File: src/rtl/spmv_fp_mul_pipe.sv
// spmv_fp_mul_pipe
//   Three-stage pipelined floating-point multiplier for the SpMV datapath
//   (matrix value x vector element). Exponent/mantissa widths are parameters.
//   Rounding is round-to-nearest-even. Subnormal inputs are flushed to zero,
//   and the block never produces a subnormal result. NaN, infinity and zero
//   operands are handled as special cases, and four exception flags are
//   reported. A sideband tag travels alongside each operand pair.
//   Flow control is valid/ready. Empty stages are filled first, so bubbles
//   collapse.
//
// Ports
//   i_clk     clock, rising edge
//   i_rst     synchronous active-high reset; discards every in-flight pair
//   i_valid   operand pair valid
//   o_ready   pair accepted this cycle when i_valid && o_ready
//   i_a, i_b  operands (W = 1+EXP_W+MAN_W bits)
//   i_tag     sideband tag carried with the pair
//   o_valid   result valid (registered)
//   i_ready   result consumed this cycle when o_valid && i_ready
//   o_result  product (registered, held while stalled)
//   o_tag     tag of the pair that produced o_result
//   o_flags   {invalid, overflow, underflow, inexact}
module spmv_fp_mul_pipe #(
    parameter int EXP_W = 5,
    parameter int MAN_W = 10,
    parameter int TAG_W = 8
) (
    input  logic                 i_clk,
    input  logic                 i_rst,
    input  logic                 i_valid,
    output logic                 o_ready,
    input  logic [EXP_W+MAN_W:0] i_a,
    input  logic [EXP_W+MAN_W:0] i_b,
    input  logic [TAG_W-1:0]     i_tag,
    output logic                 o_valid,
    input  logic                 i_ready,
    output logic [EXP_W+MAN_W:0] o_result,
    output logic [TAG_W-1:0]     o_tag,
    output logic [3:0]           o_flags
);
    localparam int W  = 1 + EXP_W + MAN_W;
    localparam int PW = 2 * MAN_W + 2;
    localparam int XW = EXP_W + 2;
    localparam logic signed [XW-1:0] BIAS_X  = XW'((32'd1 << (EXP_W - 1)) - 32'd1);
    localparam logic signed [XW-1:0] EXP_TOP = XW'((32'd1 << EXP_W) - 32'd1);
    localparam logic signed [XW-1:0] ONE_X   = XW'(32'd1);
    localparam logic signed [XW-1:0] ZERO_X  = XW'(32'd0);

    // Result class decided in stage 1; only K_NORM goes through rounding/range logic.
    typedef enum logic [1:0] {
        K_NORM = 2'd0,
        K_ZERO = 2'd1,
        K_INF  = 2'd2,
        K_NAN  = 2'd3
    } kind_e;

    // Returns {invalid, kind}. NaN operands win over inf x 0. Only inf x 0 raises invalid.
    // A zero exponent field covers both zero and subnormal, so subnormals are flushed to zero.
    function automatic logic [2:0] classify(
        input logic [EXP_W-1:0] ea,
        input logic [MAN_W-1:0] ma,
        input logic [EXP_W-1:0] eb,
        input logic [MAN_W-1:0] mb
    );
        logic a_top, b_top, a_zero, b_zero, a_nan, b_nan, a_inf, b_inf;
        logic [2:0] r;
        a_top  = (ea == {EXP_W{1'b1}});
        b_top  = (eb == {EXP_W{1'b1}});
        a_zero = (ea == {EXP_W{1'b0}});
        b_zero = (eb == {EXP_W{1'b0}});
        a_nan  = a_top && (ma != {MAN_W{1'b0}});
        b_nan  = b_top && (mb != {MAN_W{1'b0}});
        a_inf  = a_top && (ma == {MAN_W{1'b0}});
        b_inf  = b_top && (mb == {MAN_W{1'b0}});
        if (a_nan || b_nan) begin
            r = {1'b0, K_NAN};
        end else if ((a_inf && b_zero) || (a_zero && b_inf)) begin
            r = {1'b1, K_NAN};
        end else if (a_inf || b_inf) begin
            r = {1'b0, K_INF};
        end else if (a_zero || b_zero) begin
            r = {1'b0, K_ZERO};
        end else begin
            r = {1'b0, K_NORM};
        end
        return r;
    endfunction

    // ---------------- handshake ----------------
    logic en1_s, en2_s, en3_s;
    logic out_v_q;
    logic s1_v_q, s2_v_q;

    // A stage loads when it is empty or its occupant moves on this cycle.
    assign en3_s   = !out_v_q || i_ready;
    assign en2_s   = !s2_v_q || en3_s;
    assign en1_s   = !s1_v_q || en2_s;
    assign o_ready = en1_s;

    // ---------------- stage 1 ----------------
    logic [EXP_W-1:0]        ea_s, eb_s;
    logic [MAN_W-1:0]        ma_s, mb_s;
    logic [PW-1:0]           sig_a_s, sig_b_s;
    logic [2:0]              cls_s;
    logic                    s1_sign_d, s1_sign_q;
    logic signed [XW-1:0]    s1_exp_d, s1_exp_q;
    logic [PW-1:0]           s1_prod_d, s1_prod_q;
    kind_e                   s1_kind_d, s1_kind_q;
    logic                    s1_inv_d, s1_inv_q;
    logic [TAG_W-1:0]        s1_tag_q;

    assign ea_s    = i_a[W-2:MAN_W];
    assign eb_s    = i_b[W-2:MAN_W];
    assign ma_s    = i_a[MAN_W-1:0];
    assign mb_s    = i_b[MAN_W-1:0];
    assign sig_a_s = {{(MAN_W + 1){1'b0}}, 1'b1, ma_s};
    assign sig_b_s = {{(MAN_W + 1){1'b0}}, 1'b1, mb_s};

    // Stage 1 next-state: sign, biased exponent sum, full significand product, class.
    always_comb begin
        cls_s     = classify(ea_s, ma_s, eb_s, mb_s);
        s1_sign_d = i_a[W-1] ^ i_b[W-1];
        s1_exp_d  = $signed({2'b00, ea_s}) + $signed({2'b00, eb_s}) - BIAS_X;
        s1_prod_d = sig_a_s * sig_b_s;
        s1_kind_d = kind_e'(cls_s[1:0]);
        s1_inv_d  = cls_s[2];
    end

    // Stage 1 register.
    always_ff @(posedge i_clk) begin
        if (i_rst) begin
            s1_v_q    <= 1'b0;
            s1_sign_q <= 1'b0;
            s1_exp_q  <= ZERO_X;
            s1_prod_q <= {PW{1'b0}};
            s1_kind_q <= K_ZERO;
            s1_inv_q  <= 1'b0;
            s1_tag_q  <= {TAG_W{1'b0}};
        end else if (en1_s) begin
            s1_v_q <= i_valid;
            if (i_valid) begin
                s1_sign_q <= s1_sign_d;
                s1_exp_q  <= s1_exp_d;
                s1_prod_q <= s1_prod_d;
                s1_kind_q <= s1_kind_d;
                s1_inv_q  <= s1_inv_d;
                s1_tag_q  <= i_tag;
            end
        end
    end

    // ---------------- stage 2 ----------------
    logic signed [XW-1:0] s2_exp_d, s2_exp_q;
    logic [MAN_W-1:0]     s2_frac_d, s2_frac_q;
    logic                 s2_guard_d, s2_guard_q;
    logic                 s2_sticky_d, s2_sticky_q;
    logic                 s2_sign_q, s2_inv_q;
    kind_e                s2_kind_q;
    logic [TAG_W-1:0]     s2_tag_q;

    // Stage 2 next-state: the product of two [1,2) significands lies in [1,4).
    // If it is 2 or more, drop one more bit into the sticky bit and bump the exponent.
    always_comb begin
        if (s1_prod_q[PW-1]) begin
            s2_frac_d   = s1_prod_q[2*MAN_W:MAN_W+1];
            s2_guard_d  = s1_prod_q[MAN_W];
            s2_sticky_d = |s1_prod_q[MAN_W-1:0];
            s2_exp_d    = s1_exp_q + ONE_X;
        end else begin
            s2_frac_d   = s1_prod_q[2*MAN_W-1:MAN_W];
            s2_guard_d  = s1_prod_q[MAN_W-1];
            s2_sticky_d = |s1_prod_q[MAN_W-2:0];
            s2_exp_d    = s1_exp_q;
        end
    end

    // Stage 2 register.
    always_ff @(posedge i_clk) begin
        if (i_rst) begin
            s2_v_q      <= 1'b0;
            s2_sign_q   <= 1'b0;
            s2_exp_q    <= ZERO_X;
            s2_frac_q   <= {MAN_W{1'b0}};
            s2_guard_q  <= 1'b0;
            s2_sticky_q <= 1'b0;
            s2_kind_q   <= K_ZERO;
            s2_inv_q    <= 1'b0;
            s2_tag_q    <= {TAG_W{1'b0}};
        end else if (en2_s) begin
            s2_v_q <= s1_v_q;
            if (s1_v_q) begin
                s2_sign_q   <= s1_sign_q;
                s2_exp_q    <= s2_exp_d;
                s2_frac_q   <= s2_frac_d;
                s2_guard_q  <= s2_guard_d;
                s2_sticky_q <= s2_sticky_d;
                s2_kind_q   <= s1_kind_q;
                s2_inv_q    <= s1_inv_q;
                s2_tag_q    <= s1_tag_q;
            end
        end
    end

    // ---------------- stage 3 ----------------
    logic                 round_up_s, carry_s;
    logic [MAN_W-1:0]     frac_rnd_s;
    logic signed [XW-1:0] exp_r_s;
    logic [W-1:0]         res_d, res_q;
    logic [3:0]           flags_d, flags_q;
    logic [TAG_W-1:0]     tag_q;

    // Stage 3 next-state: round to nearest even, then range check and pack.
    // On a mantissa carry-out the fraction wraps to zero and the exponent steps up by one.
    always_comb begin
        round_up_s            = s2_guard_q && (s2_sticky_q || s2_frac_q[0]);
        {carry_s, frac_rnd_s} = {1'b0, s2_frac_q} + {{MAN_W{1'b0}}, round_up_s};
        if (carry_s) begin
            exp_r_s = s2_exp_q + ONE_X;
        end else begin
            exp_r_s = s2_exp_q;
        end
        res_d   = {W{1'b0}};
        flags_d = 4'b0000;
        case (s2_kind_q)
            K_NAN: begin
                res_d   = {1'b0, {EXP_W{1'b1}}, 1'b1, {(MAN_W - 1){1'b0}}};
                flags_d = {s2_inv_q, 3'b000};
            end
            K_INF: begin
                res_d   = {s2_sign_q, {EXP_W{1'b1}}, {MAN_W{1'b0}}};
                flags_d = 4'b0000;
            end
            K_ZERO: begin
                res_d   = {s2_sign_q, {(W - 1){1'b0}}};
                flags_d = 4'b0000;
            end
            K_NORM: begin
                if (exp_r_s >= EXP_TOP) begin
                    res_d   = {s2_sign_q, {EXP_W{1'b1}}, {MAN_W{1'b0}}};
                    flags_d = 4'b0101;
                end else if (exp_r_s <= ZERO_X) begin
                    res_d   = {s2_sign_q, {(W - 1){1'b0}}};
                    flags_d = 4'b0011;
                end else begin
                    res_d   = {s2_sign_q, exp_r_s[EXP_W-1:0], frac_rnd_s};
                    flags_d = {3'b000, s2_guard_q | s2_sticky_q};
                end
            end
            default: begin
                res_d   = {W{1'b0}};
                flags_d = 4'b0000;
            end
        endcase
    end

    // Output register; it holds its contents while downstream stalls.
    always_ff @(posedge i_clk) begin
        if (i_rst) begin
            out_v_q <= 1'b0;
            res_q   <= {W{1'b0}};
            flags_q <= 4'b0000;
            tag_q   <= {TAG_W{1'b0}};
        end else if (en3_s) begin
            out_v_q <= s2_v_q;
            if (s2_v_q) begin
                res_q   <= res_d;
                flags_q <= flags_d;
                tag_q   <= s2_tag_q;
            end
        end
    end

    assign o_valid  = out_v_q;
    assign o_result = res_q;
    assign o_tag    = tag_q;
    assign o_flags  = flags_q;

endmodule
File: config.mk
export PLATFORM = sky130hd
export DESIGN_NAME = spmv_fp_mul_pipe
export DESIGN_NICKNAME = d
export VERILOG_FILES = /design/src/rtl/spmv_fp_mul_pipe.sv
export SDC_FILE = /design/constraint.sdc
export NUM_CORES = 1
export LEC_CHECK = 0
export CORE_AREA = 8 8 135 137
export CTS_CLUSTER_DIAMETER = 30
export DETAILED_ROUTE_END_ITERATION = 10
export DIE_AREA = 0 0 143 145
export PLACE_DENSITY = 0.82
export SYNTH_ARGS = -nofsm -noshare
export SYNTH_HDL_FRONTEND = slang
export SYNTH_SLANG_ARGS = --single-unit
File: constraint.sdc
create_clock -name i_clk -period 6.1 [get_ports i_clk]
set_clock_uncertainty 0.15 [all_clocks]
set_input_delay 0.915 -clock i_clk [delete_from_list [all_inputs] [get_ports i_clk]]
set_output_delay 0.915 -clock i_clk [all_outputs]
set_load 0.01 [all_outputs]
# Yosys cells after proc, flatten, opt, wreduce, memory -nomap -nowiden
# Index checks and enable logic that the tools add are counted.
dict set report totals {
  register_bits 103
  latchBits 0
  mem_bits_rw 0
  romBits 0
  output_inout_bits 30
  mem_count 0
}
dict set report op_classes {
  n_addsub 5
  n_mul 1
  n_div 0
  order_cmp 2
  n_eq_ne 5
  shifts 0
  n_mux 15
  n_bitwise 2
  n_reduce_logical 31
}
# operator count
set ops {}
lappend ops {{$pmux W16 S4} 1}
lappend ops {{$mux W15} 2}
lappend ops {{$mul A11 B11 Y22} 1}
lappend ops {{$logic_not A10 Y1} 2}
lappend ops {{$reduce_bool A10 Y1} 2}
lappend ops {{$add A7 B2 Y7 const B} 2}
lappend ops {{$mux W7} 2}
lappend ops {{$pmux W4 S3} 1}
lappend ops {{$add A10 B1 Y11} 1}
lappend ops {{$eq A5 B5 Y1 const B} 2}
lappend ops {{$logic_not A5 Y1} 2}
lappend ops {{$mux W10} 1}
lappend ops {{$reduce_or A10 Y1} 1}
lappend ops {{$mux W3} 3}
lappend ops {{$reduce_or A9 Y1} 1}
lappend ops {{$logic_or A1 B1 Y1} 8}
lappend ops {{$ge A7 B6 Y1 const B} 1}
lappend ops {{$le A7 B1 Y1 const B} 1}
lappend ops {{$logic_and A1 B1 Y1} 7}
lappend ops {{$sub A6 B4 Y7 const B} 1}
lappend ops {{$add A5 B5 Y6} 1}
lappend ops {{$reduce_and A2 Y1} 3}
lappend ops {{$eq A2 B2 Y1 const B} 2}
lappend ops {{$mux W2} 2}
lappend ops {{7 further kinds} 11}

# Depth between registers and ports, before layout
dict set report depth {
  ltp_word 8
  mapped_depth 20
  depth_no_buf 19
}

# Least setup slack after synthesis
# Ideal clock, no wire load.
dict set report synth_timing {
  kind {input -> register}
  start {in i_b[4]}
  end {reg s1_prod_q[18]}
  setup_ps 125
  arrival_ps 5819
  slack_ps 6
  cell_stages 20
  n_path_buf 1
  cell_sequence {clkbuf_1 > nand2_1 > fa_1 > inv_1 > fa_1 > inv_1 > fa_1 > inv_1 > fa_1 > inv_1 > fa_1 > inv_1 > ha_1 > a2111oi_0 > o21ai_0 > a221oi_1 > o21ai_0 > a21oi_1 > nand3b_1 > nand3_1}
}
dict set report synth_between {
  elab_chain_cells 1
}
# element line_no
set synth_lines {}
lappend synth_lines {{from (decl)} 33} ;# input logic [EXP_W+MAN_W:0] i_b,
lappend synth_lines {{$mul A11 B11 Y22} 124} ;# s1_prod_d = sig_a_s * sig_b_s;
lappend synth_lines {{to (signal assigned)} 135} ;# s1_prod_q <= {PW{1'b0}};
lappend synth_lines {{to (signal assigned)} 144} ;# s1_prod_q <= s1_prod_d;
lappend synth_lines {{to (decl)} 107} ;# logic [PW-1:0] s1_prod_d, s1_prod_q;
# No other way between the ends.
# A chain may end at the register's enable or synchronous reset.

# Final worst setup path
dict set report layout_timing {
  start {in i_b[7]}
  end {reg s1_prod_q[21]}
}
# The elaborated chain is that of the path after synthesis.

==> impl_metrics.py <==
metrics = {
    "placed_design": {
        "hpwlAfterDp_um": 15200,
        "gp_congestion": 0.882,
        "post-place-ws_ns": -0.302,
        "port_buffers": 73,
        "dp.cells": 1336,
    },
    "cts": {
        "cts-root-buf": "clkbuf_16",
        "cts_buffer_depth": 2,
        "cts_tree": "yes",
        "numCtsBuffers": 9,
        "clock_latency_ns": 0.35,
        "clk_pin_slew_ns": 0.08,
        "htreeDepth": 3,
        "clock_sinks": 103,
    },
    "critical_path": {
        "cp-start-kind": "input port",
        "cp_num_buf_inv": 6,
        "arrival_ns": 6.01,
        "end_kind": "flip-flop",
        "worst-path-max-fanout": 7,
        "crit_family": "adder cells",
        "required_ns": 6.19,
        "critPathMostFrequentCell": "fa_1",
        "slowest_stage": "fa_1",
        "max_stage_delay_ns": 0.55,
        "crit_path_cell_trace": "clkdlybuf4s50_1 > buf_4 > inv_1 > nor2_2 > fa_1 > fa_1 > fa_1 > fa_1 > inv_1 > fa_1 > inv_1 > ha_1 > nand2_1 > buf_4 > nor2_1 > o31ai_4 > a21oi_1 > o31a_1 > a21oi_1 > o31a_1",
        "worstSetupPathType": "input port to flip-flop",
    },
    "final_layout": {
        "nets": 1325,
        "final_cells": 1353,
        "drive_gt1_frac": 0.0918,
        "final.fill_count": 1322,
        "syn_to_final_growth_pct": 19.1,
        "final_cell_mix": "177 x nand2_1, 141 x inv_1, 103 x dfxtp_1",
        "area.sequential_um2": 2060,
        "diodes": 0,
        "multi_input_area_um2": 5820,
        "final_common_cell": "nand2_1",
    },
    "floorplan": {
        "io_pins": 74,
        "die_area_um2": 20700,
        "die_w_um": 143,
        "die_y_um": 145,
        "initial_core_util": 0.529,
        "core_area_um2": 16200,
        "row_count": 47,
    },
    "timing": {
        "hold_violations": 0,
        "max_slew_margin": 0.389,
        "tightest_slew_ns": 0.916,
        "fin_crit_ns": 5.91,
        "period_share": 0.969,
        "setup_viol": 0,
        "fmaxAchievable_ghz": 0.169,
        "slew_violations": 0,
        "fin_ws_ns": 0.186,
    },
    "routing": {
        "dr.pass1.iters": 5,
        "totalWireLength_um": 19300,
        "post-route-drc-count": 0,
        "first_iter_violations": 344,
        "vias": 7114,
        "drtAntennaViolNets": 0,
        "via_per_inst": 5.26,
        "wire_per_inst_um": 14.2,
    },
    "min_path": {
        "hold_path_class": "flip-flop to flip-flop",
    },
    "power": {
        "seqPwrFrac": 0.222,
        "p_sw_mw": 1.47,
        "clock_power_share": 0.157,
        "switching_share": 0.413,
        "power.density_nw_per_um2": 349,
        "p_leak_nw": 4.53,
        "power_mw": 3.56,
        "power_frac_comb": 0.622,
        "p_int_mw": 2.09,
        "max-vdd-ir-drop_v": 0.000215,
    },
    "grt": {
        "grt_pass1_vias": 7252,
        "grt_overflow": 0,
        "track_usage": 0.190,
        "grt_max_degree": 93,
        "grt_pass1_wl_um": 33000,
        "antenna_found_initial": 0,
    },
    "yosys": {
        "syn_area_per_cell_um2": 8.27,
        "synth_edf_count": 0,
        "netlist_instances": 1034,
        "yosys_warnings": 0,
        "yosysSeqAreaShare": 0.241,
        "synthArstFlopShare": 0,
        "synth_cell_type_count": 52,
        "ys_seq_elements": 103,
        "syn-num-nets": 1231,
        "netlist_area_um2": 8550,
        "synth_ff_type": "dfxtp_1",
    },
    "outcome": {
        "outcome": "complete, no violations",
    },
    "job": {
        "drv_cap": 0,
    },
}
## sequential cells by signal (all words and copies together) (netlist names), 2 cells and up
register   cells
s2_exp_q       7
o_flags        4
s2_kind_q      2
o_tag          8
s1_exp_q       7
s2_frac_q     10
s1_tag_q       8
o_result      16
s1_kind_q      2
s2_tag_q       8
s1_prod_q     22
## area by class of cell
class,count,area share
Clock buffer,9,0.0221
Clock inverter,7,0.00663
Inverter,143,0.0527
Multi-Input combinational cell,735,0.571
Sequential cell,103,0.202
Tap cell,220,0.0270
Timing Repair Buffer,136,0.118
## logic make-up after synthesis
kind of cell,after synthesis,share of synthesized area
adder cells (fa/ha/maj),153,0.295
AO/OA/AOI/OAI,172,0.128
multiplexers,15,0.0176
flip-flops,103,0.241
AND/OR/NAND/NOR,363,0.199
buffers and inverters,196,0.0870
XOR/XNOR,32,0.0328
## tightest hold or removal path: cells and delay by family, from the launching register on
family | cells | cell delay (ns)
AOI/OAI and AO/OA | 1 | 0.05
DFF | 1 | 0.31
and+or+nand+nor | 1 | 0.05
## power groups by stage
stage	clock network [mW]	registers (mW)	logic, mW
after CTS	0.565	0.788	2.11
after global routing	0.594	0.797	2.50
after floorplan	0	0.788	1.46
after detailed placement	0	0.802	2.09
after global placement	0	0.799	2.04
final	0.557	0.789	2.21
## cells in the mapped netlist, types with 2 or more instances
master / number / area, um2
o21a_1: 7 / 52.6
or4_1: 2 / 15.0
nand3b_1: 2 / 15.0
and3_1: 2 / 12.5
a211oi_1: 28 / 210
nand4b_1: 3 / 26.3
nand4_1: 12 / 75.1
dfxtp_1: 103 / 2060
buf_1: 7 / 26.3
nand2b_1: 5 / 31.3
o21ai_0: 23 / 115
a221oi_1: 2 / 17.5
o221ai_1: 2 / 17.5
nor2_1: 65 / 244
clkbuf_1: 44 / 165
nand3_1: 14 / 70.1
nor3_1: 13 / 65.1
a21o_1: 7 / 52.6
a31oi_1: 6 / 37.5
o31a_1: 3 / 26.3
fa_1: 81 / 1620
and2_1: 41 / 257
inv_1: 142 / 533
a21oi_1: 68 / 340
ha_1: 72 / 901
mux2i_1: 15 / 150
a2111oi_0: 3 / 26.3
nand2_1: 177 / 664
nor4b_1: 5 / 43.8
o21bai_1: 2 / 15.0
a211o_1: 4 / 35.0
xor2_1: 11 / 96.3
o21ai_2: 9 / 78.8
o211ai_1: 3 / 22.5
nor2b_1: 5 / 31.3
nor4_1: 10 / 62.6
xnor2_1: 21 / 184
## per-stage QoR
step           hold slack, ns  TNS (ns)   util  cell area, um2
4_1_cts                 0.302         0  0.626           10100
3_5_place_dp            0.292     -1.72  0.608            9830
2_1_floorplan           0.279         0      -            8550
3_3_place_gp            0.287    -0.941  0.608            9830
5_1_grt                 0.316   -0.0634  0.630           10200
6_report                0.301         0  0.630           10200
## timing repair
| action | 4_1_cts | 5_1_grt |
|---|---|---|
| endpoints found under the setup margin | 0 | 9 |
| hold buffers | 0 | 0 |
| gates resized for setup | 0 | 12 |
| setup buffers | 0 | 1 |
## worst paths after layout
check                   to  slack, ns        start  cells past startpoint
max          s1_prod_q[21]       0.19       i_b[7]                     20
min reg2reg      s2_sign_q       0.30    s1_sign_q                      2
max reg2reg    o_result[5]       3.17  s2_sticky_q                     10
min              s2_sign_q       0.30    s1_sign_q                      2
## per-layer routing
layer / track usage / up-vias / share of wire
met5: 0 / - / 0
met3: 0.0207 / 32 / 0.040
li1: - / 3561 / -
met4: 0.0691 / 0 / 0.020
met2: 0.339 / 170 / 0.51
met1: 0.228 / 3351 / 0.43
(Power assumes the default switching activity.)
